--- src/rtl/mc_ctrl_pkg.sv ---
// Shared encodings for the multi-cycle MIPS control FSM: states, opcodes,
// datapath mux selects and fault codes.
package mc_ctrl_pkg;

   typedef enum logic [3:0] {
      S_IDLE     = 4'd0,
      S_FETCH    = 4'd1,
      S_DECODE   = 4'd2,
      S_MEM_ADDR = 4'd3,
      S_MEM_RD   = 4'd4,
      S_MEM_WB   = 4'd5,
      S_MEM_WR   = 4'd6,
      S_EXEC_R   = 4'd7,
      S_R_WB     = 4'd8,
      S_EXEC_I   = 4'd9,
      S_I_WB     = 4'd10,
      S_BRANCH   = 4'd11,
      S_JUMP     = 4'd12,
      S_TRAP     = 4'd13
   } state_t;

   localparam logic [5:0] OP_RTYPE = 6'b000000;
   localparam logic [5:0] OP_LW    = 6'b100011;
   localparam logic [5:0] OP_SW    = 6'b101011;
   localparam logic [5:0] OP_BEQ   = 6'b000100;
   localparam logic [5:0] OP_BNE   = 6'b000101;
   localparam logic [5:0] OP_ADDI  = 6'b001000;
   localparam logic [5:0] OP_ANDI  = 6'b001100;
   localparam logic [5:0] OP_J     = 6'b000010;
   localparam logic [5:0] OP_JAL   = 6'b000011;

   localparam logic [1:0] ALU_ADD   = 2'b00;
   localparam logic [1:0] ALU_SUB   = 2'b01;
   localparam logic [1:0] ALU_FUNCT = 2'b10;
   localparam logic [1:0] ALU_AND   = 2'b11;

   localparam logic [1:0] SRCB_B      = 2'b00;
   localparam logic [1:0] SRCB_FOUR   = 2'b01;
   localparam logic [1:0] SRCB_IMM    = 2'b10;
   localparam logic [1:0] SRCB_IMM_SH = 2'b11;

   localparam logic [1:0] PC_ALU    = 2'b00;
   localparam logic [1:0] PC_ALUOUT = 2'b01;
   localparam logic [1:0] PC_JUMP   = 2'b10;

   localparam logic [1:0] DST_RT  = 2'b00;
   localparam logic [1:0] DST_RD  = 2'b01;
   localparam logic [1:0] DST_R31 = 2'b10;

   localparam logic [1:0] WB_ALUOUT = 2'b00;
   localparam logic [1:0] WB_MDR    = 2'b01;
   localparam logic [1:0] WB_PC     = 2'b10;

   localparam logic [1:0] FAULT_NONE    = 2'b00;
   localparam logic [1:0] FAULT_ILLEGAL = 2'b01;
   localparam logic [1:0] FAULT_TIMEOUT = 2'b10;

   // States that hold a memory strobe and wait on mem_ready.
   function automatic logic is_mem_wait(state_t s);
      return (s == S_FETCH) || (s == S_MEM_RD) || (s == S_MEM_WR);
   endfunction

endpackage

--- src/rtl/mc_wait_timer.sv ---
// Saturating count of consecutive mem_ready-low cycles in one memory access;
// flags expiry on the last permitted wait cycle.
module mc_wait_timer #(
   parameter int MEM_TIMEOUT = 15
) (
   input  logic clk,
   input  logic reset,
   input  logic clear,
   input  logic count,
   output logic expired
);

   localparam int CW = (MEM_TIMEOUT > 0) ? $clog2(MEM_TIMEOUT + 1) : 1;
   localparam logic [CW-1:0] MAX   = CW'(MEM_TIMEOUT);
   localparam logic [CW-1:0] LIMIT = CW'(MEM_TIMEOUT - 1);

   logic [CW-1:0] wait_cnt;

   // NOTE: non-blocking assignment so every register samples pre-edge values.
   always_ff @(posedge clk or posedge reset) begin
      if (reset)
         wait_cnt <= '0;
      else if (clear)
         wait_cnt <= '0;
      else if (count && (wait_cnt != MAX))
         wait_cnt <= wait_cnt + CW'(1);
   end

   assign expired = (MEM_TIMEOUT != 0) && count && (wait_cnt == LIMIT);

endmodule

--- src/rtl/mc_control_fsm.sv ---
// Multi-cycle MIPS control FSM: sequences fetch/decode/execute/memory/write-back
// over a shared datapath, with a ready handshake and memory timeout.
module mc_control_fsm
   import mc_ctrl_pkg::*;
#(
   parameter int MEM_TIMEOUT = 15,
   parameter bit SUPPORT_JAL = 1'b1
) (
   input  logic       clk,
   input  logic       reset,
   input  logic [5:0] opcode,
   input  logic       zero,
   input  logic       mem_ready,
   output logic       mem_read,
   output logic       mem_write,
   output logic       iord,
   output logic       ir_write,
   output logic       pc_write,
   output logic [1:0] pc_src,
   output logic       alu_src_a,
   output logic [1:0] alu_src_b,
   output logic [1:0] alu_op,
   output logic [1:0] reg_dst,
   output logic [1:0] mem_to_reg,
   output logic       reg_write,
   output logic       instr_done,
   output logic       fault,
   output logic [1:0] fault_code,
   output logic [3:0] state
);

   state_t     state_q, next_state;
   logic [1:0] trap_code;
   logic       fault_q;
   logic [1:0] fault_code_q;
   logic       timer_clear, timer_count, timer_expired;

   assign timer_count = is_mem_wait(state_q) && !mem_ready;
   assign timer_clear = is_mem_wait(next_state) && (next_state != state_q);

   mc_wait_timer #(.MEM_TIMEOUT(MEM_TIMEOUT)) u_wait_timer (
      .clk     (clk),
      .reset   (reset),
      .clear   (timer_clear),
      .count   (timer_count),
      .expired (timer_expired)
   );

   always_ff @(posedge clk or posedge reset) begin
      if (reset) begin
         state_q      <= S_IDLE;
         fault_q      <= 1'b0;
         fault_code_q <= FAULT_NONE;
      end else begin
         state_q <= next_state;
         if (next_state == S_TRAP && state_q != S_TRAP) begin
            fault_q      <= 1'b1;
            fault_code_q <= trap_code;
         end
      end
   end

   always_comb begin
      // NOTE: every output gets a default first so no branch can infer a latch.
      next_state = state_q;
      trap_code  = FAULT_NONE;
      mem_read   = 1'b0;
      mem_write  = 1'b0;
      iord       = 1'b0;
      ir_write   = 1'b0;
      pc_write   = 1'b0;
      pc_src     = PC_ALU;
      alu_src_a  = 1'b0;
      alu_src_b  = SRCB_B;
      alu_op     = ALU_ADD;
      reg_dst    = DST_RT;
      mem_to_reg = WB_ALUOUT;
      reg_write  = 1'b0;
      instr_done = 1'b0;

      case (state_q)
         S_IDLE: next_state = S_FETCH;

         S_FETCH: begin
            mem_read  = 1'b1;
            alu_src_b = SRCB_FOUR;
            if (mem_ready) begin
               ir_write   = 1'b1;
               pc_write   = 1'b1;
               next_state = S_DECODE;
            end else if (timer_expired) begin
               next_state = S_TRAP;
               trap_code  = FAULT_TIMEOUT;
            end
         end

         S_DECODE: begin
            alu_src_b = SRCB_IMM_SH;
            case (opcode)
               OP_LW, OP_SW:     next_state = S_MEM_ADDR;
               OP_RTYPE:         next_state = S_EXEC_R;
               OP_ADDI, OP_ANDI: next_state = S_EXEC_I;
               OP_BEQ, OP_BNE:   next_state = S_BRANCH;
               OP_J:             next_state = S_JUMP;
               OP_JAL: begin
                  if (SUPPORT_JAL) begin
                     next_state = S_JUMP;
                  end else begin
                     next_state = S_TRAP;
                     trap_code  = FAULT_ILLEGAL;
                  end
               end
               default: begin
                  next_state = S_TRAP;
                  trap_code  = FAULT_ILLEGAL;
               end
            endcase
         end

         S_MEM_ADDR: begin
            alu_src_a  = 1'b1;
            alu_src_b  = SRCB_IMM;
            next_state = (opcode == OP_SW) ? S_MEM_WR : S_MEM_RD;
         end

         S_MEM_RD: begin
            mem_read = 1'b1;
            iord     = 1'b1;
            if (mem_ready) begin
               next_state = S_MEM_WB;
            end else if (timer_expired) begin
               next_state = S_TRAP;
               trap_code  = FAULT_TIMEOUT;
            end
         end

         S_MEM_WB: begin
            reg_write  = 1'b1;
            mem_to_reg = WB_MDR;
            instr_done = 1'b1;
            next_state = S_FETCH;
         end

         S_MEM_WR: begin
            mem_write = 1'b1;
            iord      = 1'b1;
            if (mem_ready) begin
               instr_done = 1'b1;
               next_state = S_FETCH;
            end else if (timer_expired) begin
               next_state = S_TRAP;
               trap_code  = FAULT_TIMEOUT;
            end
         end

         S_EXEC_R: begin
            alu_src_a  = 1'b1;
            alu_op     = ALU_FUNCT;
            next_state = S_R_WB;
         end

         S_R_WB: begin
            reg_write  = 1'b1;
            reg_dst    = DST_RD;
            instr_done = 1'b1;
            next_state = S_FETCH;
         end

         S_EXEC_I: begin
            alu_src_a  = 1'b1;
            alu_src_b  = SRCB_IMM;
            alu_op     = (opcode == OP_ANDI) ? ALU_AND : ALU_ADD;
            next_state = S_I_WB;
         end

         S_I_WB: begin
            reg_write  = 1'b1;
            instr_done = 1'b1;
            next_state = S_FETCH;
         end

         S_BRANCH: begin
            alu_src_a  = 1'b1;
            alu_op     = ALU_SUB;
            pc_src     = PC_ALUOUT;
            pc_write   = ((opcode == OP_BEQ) && zero) || ((opcode == OP_BNE) && !zero);
            instr_done = 1'b1;
            next_state = S_FETCH;
         end

         S_JUMP: begin
            pc_write   = 1'b1;
            pc_src     = PC_JUMP;
            instr_done = 1'b1;
            // PC already holds PC+4 here, so it is the link value for jal.
            if (SUPPORT_JAL && (opcode == OP_JAL)) begin
               reg_write  = 1'b1;
               reg_dst    = DST_R31;
               mem_to_reg = WB_PC;
            end
            next_state = S_FETCH;
         end

         S_TRAP: next_state = S_TRAP;

         default: next_state = S_IDLE;
      endcase
   end

   assign fault      = fault_q;
   assign fault_code = fault_code_q;
   assign state      = state_q;

endmodule

--- config.mk ---
export PLATFORM = sky130hd
export DESIGN_NAME = mc_control_fsm
export DESIGN_NICKNAME = d
export VERILOG_FILES = /design/src/rtl/mc_ctrl_pkg.sv /design/src/rtl/mc_wait_timer.sv /design/src/rtl/mc_control_fsm.sv
export SDC_FILE = /design/constraint.sdc
export NUM_CORES = 1
export LEC_CHECK = 0
export CORE_UTILIZATION = 30
export DETAILED_ROUTE_END_ITERATION = 6
export PLACE_DENSITY = 0.59
export SYNTH_ARGS = -nofsm -noshare
export SYNTH_HDL_FRONTEND = slang
export SYNTH_SLANG_ARGS = --single-unit
--- constraint.sdc ---
create_clock -name clk -period 2.75 [get_ports clk]
set_input_delay 0.6875 -clock clk [delete_from_list [all_inputs] [get_ports clk]]
set_output_delay 0.6875 -clock clk [all_outputs]
set_load 0.05 [all_outputs]
* Yosys cells after proc, flatten, opt, wreduce, memory -nomap -nowiden
Index checks and enable logic that the tools add are counted.
** Word-level totals
- Bits of input ports :: 10
- Output and inout bits :: 25
- Memory bits (writable) :: 0
- Bits in read-only memories :: 0
- Memories :: 0
- Register bits after elaboration :: 11
- Latch bits :: 0
** Cells by class
- Bitwise gates (word level) :: 0
- Shift operators :: 0
- Eq/ne operators :: 29
- Muxes and demuxes :: 30
- Magnitude comparators :: 0
- Reduce and logical (&&, ||, !) cells :: 30
- Add/subtract/negate cells :: 1
- Multiply operators :: 0
- Divide/modulo/power cells :: 0
** Operators with widths (count)
- $pmux W4 S9 :: 1
- $eq A4 B4 Y1 const B :: 8
- $eq A4 B3 Y1 const B :: 6
- $mux W4 :: 6
- $pmux W4 S5 :: 1
- $pmux W2 S2 :: 4
- $reduce_or A2 Y1 :: 7
- $eq A6 B2 Y1 const B :: 2
- $eq A6 B3 Y1 const B :: 2
- $eq A6 B4 Y1 const B :: 2
- $eq A6 B6 Y1 const B :: 2
- $pmux W2 S3 :: 2
- $mux W2 :: 5
- $reduce_or A9 Y1 :: 1
- $eq A4 B1 Y1 const B :: 2
- $eq A4 B2 Y1 const B :: 2
- $mux W1 :: 8
- $ne A4 B4 Y1 const B :: 2
- $logic_and A1 B1 Y1 :: 7
- $logic_not A6 Y1 :: 1
- $reduce_or A3 Y1 :: 2
- $reduce_or A6 Y1 :: 1
- $logic_or A1 B1 Y1 :: 5
- $reduce_or A5 Y1 :: 1
- 8 further kinds :: 10

* Logic depth before layout (Yosys ltp)
- Word-level depth :: 13
- Mapped depth :: 8
- Depth with buffers taken out :: 8

* Hierarchy
From an unflattened synthesis, not the netlist that was laid out.
** Second synthesis, totals
- Cell total of the unflattened synthesis :: 157
- Area total of the unflattened synthesis :: 1218.7 µm²
** Modules (own cells, without submodules)
- mc_control_fsm :: sequential area each 175.2 µm², times used 1, cells an instance 133, area an instance 977.2 µm²
- mc_wait_timer :: sequential area each 100.1 µm², times used 1, cells an instance 24, area an instance 241.5 µm²

* Least setup slack after synthesis
No wires, ideal clock.
- Path type :: reg2out
- From :: register state_q[0] (netlist: state[0])
- To :: output pc_write
- Path slack :: -0.859 ns
- Stages on the path, launching flop included :: 6
- Arrival time :: 2.922 ns
- Buffers on the path :: 1
- Data required time :: 2.062 ns
- Cell sequence :: dfrtp_1 > clkbuf_1 > inv_2 > nor3_1 > nor4b_1 > or3_1
** On the way
- Cells in the longest elaborated chain, start to end :: 2
- Elaborated cells on any way between the ends :: 4
- Classes of those cells :: eq/ne: 3; mux: 1
** Ends and longest elaborated chain
- start: declaration :: RTL line mc_control_fsm.sv:32 : state_t state_q, next_state;
- start signal: assignment :: RTL line mc_control_fsm.sv:55 : state_q <= next_state;
- $eq A4 B4 Y1 / $eq A4 B1 Y1 (equally long branches) :: RTL line mc_control_fsm.sv:81 : case (state_q)
- $pmux W1 S3 (*) :: RTL line mc_control_fsm.sv:81
- end: declaration :: RTL line mc_control_fsm.sv:18 : output logic pc_write,
Every way passes the cells marked *; elsewhere a longest branch is shown, timed or not.

* Worst setup path in the final report
- From :: input opcode[4]
- To :: output alu_op[1]
** On the way
- Cells in the longest elaborated chain, start to end :: 3
** Ends and longest elaborated chain
- start: declaration :: RTL line mc_control_fsm.sv:11 : input logic [5:0] opcode,
- $eq A6 B4 Y1 :: RTL line mc_control_fsm.sv:172 : alu_op = (opcode == OP_ANDI) ? ALU_AND : ALU_ADD;
- $mux W2 :: RTL line mc_control_fsm.sv:172
- $pmux W2 S3 :: RTL line mc_control_fsm.sv:81
- end: declaration :: RTL line mc_control_fsm.sv:22 : output logic [1:0] alu_op,
No other way between the ends.

==> results.md <==
- VDD IR-drop max: slightly below 0.5 mV
- Pin count of the biggest net entering global routing: 26
- Die Area: 3813 um^2
- Initial Util: 0.3160
- Detailed Place HPWL: 2532 um
- Post-synth EDFFs: 0
- Wire per inst: 13.61 um
- Worst EP arrival: 2.01 ns
- Placed insts: 227
- Worst-Margin Slew: 0.4974 ns
- Yosys warning count: 0
- Total grt overflow: 0
- Core area: between 3000 and 4000 um^2
- Final core occ: 0.5135
- Non-filler cells, final: ~230
- Crit Path Max Fanout: 2
- Avg Inst Size Synth: 7.818 um^2
- Routed Antenna Nets: 0
- Vias in the first global route: 1164
- Initial antenna violation count: 0
- CTS Hold Buffers Added: 0
- Clock share of power: 0.057
- NetSw: around 1.0 mW
- Part of the power in registers: 0.194
- Layout area overhead: 62.50%
- Worst-Skew Late Latency: between 0.2 and 0.3 ns
- Num rows: 21
- RSZ-0062 raised after global routing: yes
- DRT Pass-1 Iters: 4
- Die X: roughly 62 um
- CTS HTree Levels: 1
- Syn nets: between 100 and 150
- Via total after detailed routing: roughly 1200
- Setup Crit Path Kind: in2out
- Number of diodes: 0
- #FFs+latches synth: 11
- Layout Skew: approximately 0.0032 ns
- PnR Total Power: about 1.9 mW
- First-pass GRT wire length: around 5300 um
- Worst-path clk slew: around 0.07 ns
- CTS sink cnt: 11
- # DRC: 0
- Main flop type after synthesis: dfrtp_1
- Overall routing resource usage: 0.1873
- Synth Instances: roughly 140
- Sequential element share of the synthesized area: 0.2570
- Worst-case hold slack: about 0.49 ns
- Final Wtd Congestion: between 0.8 and 0.9
- Die Y: just over 60 um
- Fmax: ~370 MHz
- CTS tree: yes
- DRT Wirelength: about 3100 um
- Iteration-0 DRC count of the detailed router: 35
- IO Pins: 35
- Pint: 839.0 uW
- Clk buf depth: 2
- Final period utilization: 0.9814
- Pins Over Slew Limit: 0
- CTS Buf Count: 3
- I/O Buffers: 34
- NumNets Final: between 150 and 200
- FFs w/ async S/R, synth: 1.000
- Max_cap viols: 0
- Switching Share: 0.5556
- Mapped Area: about 1100 um^2
- Critical path endpoint category: output port
- Vias per Instance: 5.165
- Final count of negative-setup-slack endpoints: 0
- Min Clock Period, post-route: between 2 and 3 ns
- Status: finished clean
- Rel. slew slack: 0.6673
- Root buf cell: clkbuf_4
- Share of post-route cells with drive strength above 1: 0.3514
- Combinational Power Share: 0.749
- Fin Setup TNS: 0 ns
- Pwr/cell area: ~1100 nW/um^2
- CP startpoint kind: primary input
- Post-CTS setup repair buffer count: 0
- Lkg Pwr: 0.7573 nW
- WP data required: about 2.1 ns
- Class of the worst hold path: reg2reg
- Yosys cell types: 51
- Final Hold Fails: 0
-- repair_timing --
| item | CTS | global route |
|---|---|---|
| gates resized for setup | 18 | 5 |
| pin swaps | 6 | 0 |
| endpoints found under the setup margin | 5 | 3 |
-- final timing paths --
check,startpoint,end,slack [ns],depth (start not counted)
setup reg to reg,state[0],u_wait_timer.wait_cnt[2],0.44,6
hold / removal,fault,fault,0.49,1
min in group asynchronous,reset,fault_code[0],0.69,2
max in group asynchronous,reset,state[0],1.74,2
setup / recovery,opcode[4],alu_op[1],0.05,7
hold reg to reg,fault,fault,0.49,1
-- power groups by stage --
| stage | clock, mW | combinational (mW) | sequential [mW] |
|---|---|---|---|
| 6_report | 0.108 | 1.41 | 0.366 |
| 5_1_grt | 0.118 | 1.52 | 0.383 |
| 4_1_cts | 0.115 | 1.42 | 0.360 |
| 3_5_place_dp | 0 | 1.42 | 0.363 |
| 3_3_place_gp | 0 | 1.40 | 0.360 |
| 2_1_floorplan | 0 | 0.892 | 0.381 |
-- state kept, by name, indices dropped and copies added (netlist names) --
register / flops
fault_code: 2
u_wait_timer.wait_cnt: 4
state: 4
fault: 1
-- per-layer routing --
metal,track usage,vias to the layer above,share of wire
met4,0.05397,0,0.012
li1,-,595,-
met1,0.2519,556,0.47
met3,0.01863,4,0.046
met5,0,-,0
met2,0.3195,38,0.48
-- cell usage after synthesis (3+ instances only) --
| cell | instances | share of area |
|---|---|---|
| a21oi_1 | 11 | 0.051 |
| and3_1 | 3 | 0.018 |
| clkbuf_1 | 4 | 0.014 |
| dfrtp_1 | 11 | 0.26 |
| inv_1 | 7 | 0.025 |
| nand2_1 | 6 | 0.021 |
| nand2b_1 | 7 | 0.041 |
| nor2_1 | 16 | 0.056 |
| nor2b_1 | 3 | 0.018 |
| nor3_1 | 5 | 0.023 |
| o21ai_0 | 6 | 0.028 |
| or2_1 | 3 | 0.018 |
| or3_1 | 3 | 0.018 |
| xnor2_1 | 4 | 0.033 |
-- layout make-up --
type                    count  area (um^2)
inverters                   9        33.78
repair buffers             50        546.8
multi-input cells         111        793.3
flip-flops and latches     11        282.8
fillers                   330         1649
clock buffers               4        26.28
well taps                  46        57.56
-- critical path, stage by stage --
cell    delay, ns
buf_2        0.10
or3_4        0.37
or2_4        0.28
nor2_2       0.12
a32o_1       0.17
and2_4       0.15
buf_12       0.13
-- cells by family (layout without fill, tap and decap cells) --
family | after synthesis | after routing | synth area share
and+or+nand+nor | 63 | 63 | 0.3318
AOI/OAI and AO/OA | 39 | 39 | 0.2757
buffers and inverters | 15 | 63 | 0.05373
DFF | 11 | 11 | 0.2570
xor gates and xnor gates | 6 | 6 | 0.04907
adders and majority gates | 2 | 2 | 0.02336
muxes | 1 | 1 | 0.009346
-- metrics by stage --
stage | area (um^2) | worst slack [ns]
after global routing | 1740 | -0.006605
after floorplan | 1100 | -0.06389
after CTS | 1720 | 0.01686
after global placement | 1697 | -0.2657
after detailed placement | 1697 | -0.2859
final | 1740 | 0.05104
-- cell usage in the layout (no fill, tap or decap), types with 2 or more instances in the layout --
master and count:
a21oi_1 11, and3_1 2, buf_12 12, buf_2 3, buf_4 22, clkbuf_4 3, clkdlybuf4s50_1 10, dfrtp_1 7
dfrtp_2 3, dlygate4sd2_1 3, ha_1 2, inv_1 7, inv_2 2, nand2_1 6, nand2b_1 7, nand3_1 2
nor2_1 14, nor2_2 2, nor2b_1 3, nor3_1 3, nor4_1 2, o211a_1 2, o21ai_0 5, o21ai_1 2
or2_1 2, or3_4 2, or4_1 2, xnor2_1 4, xor2_1 2
Power figures use the tool's default switching activity.
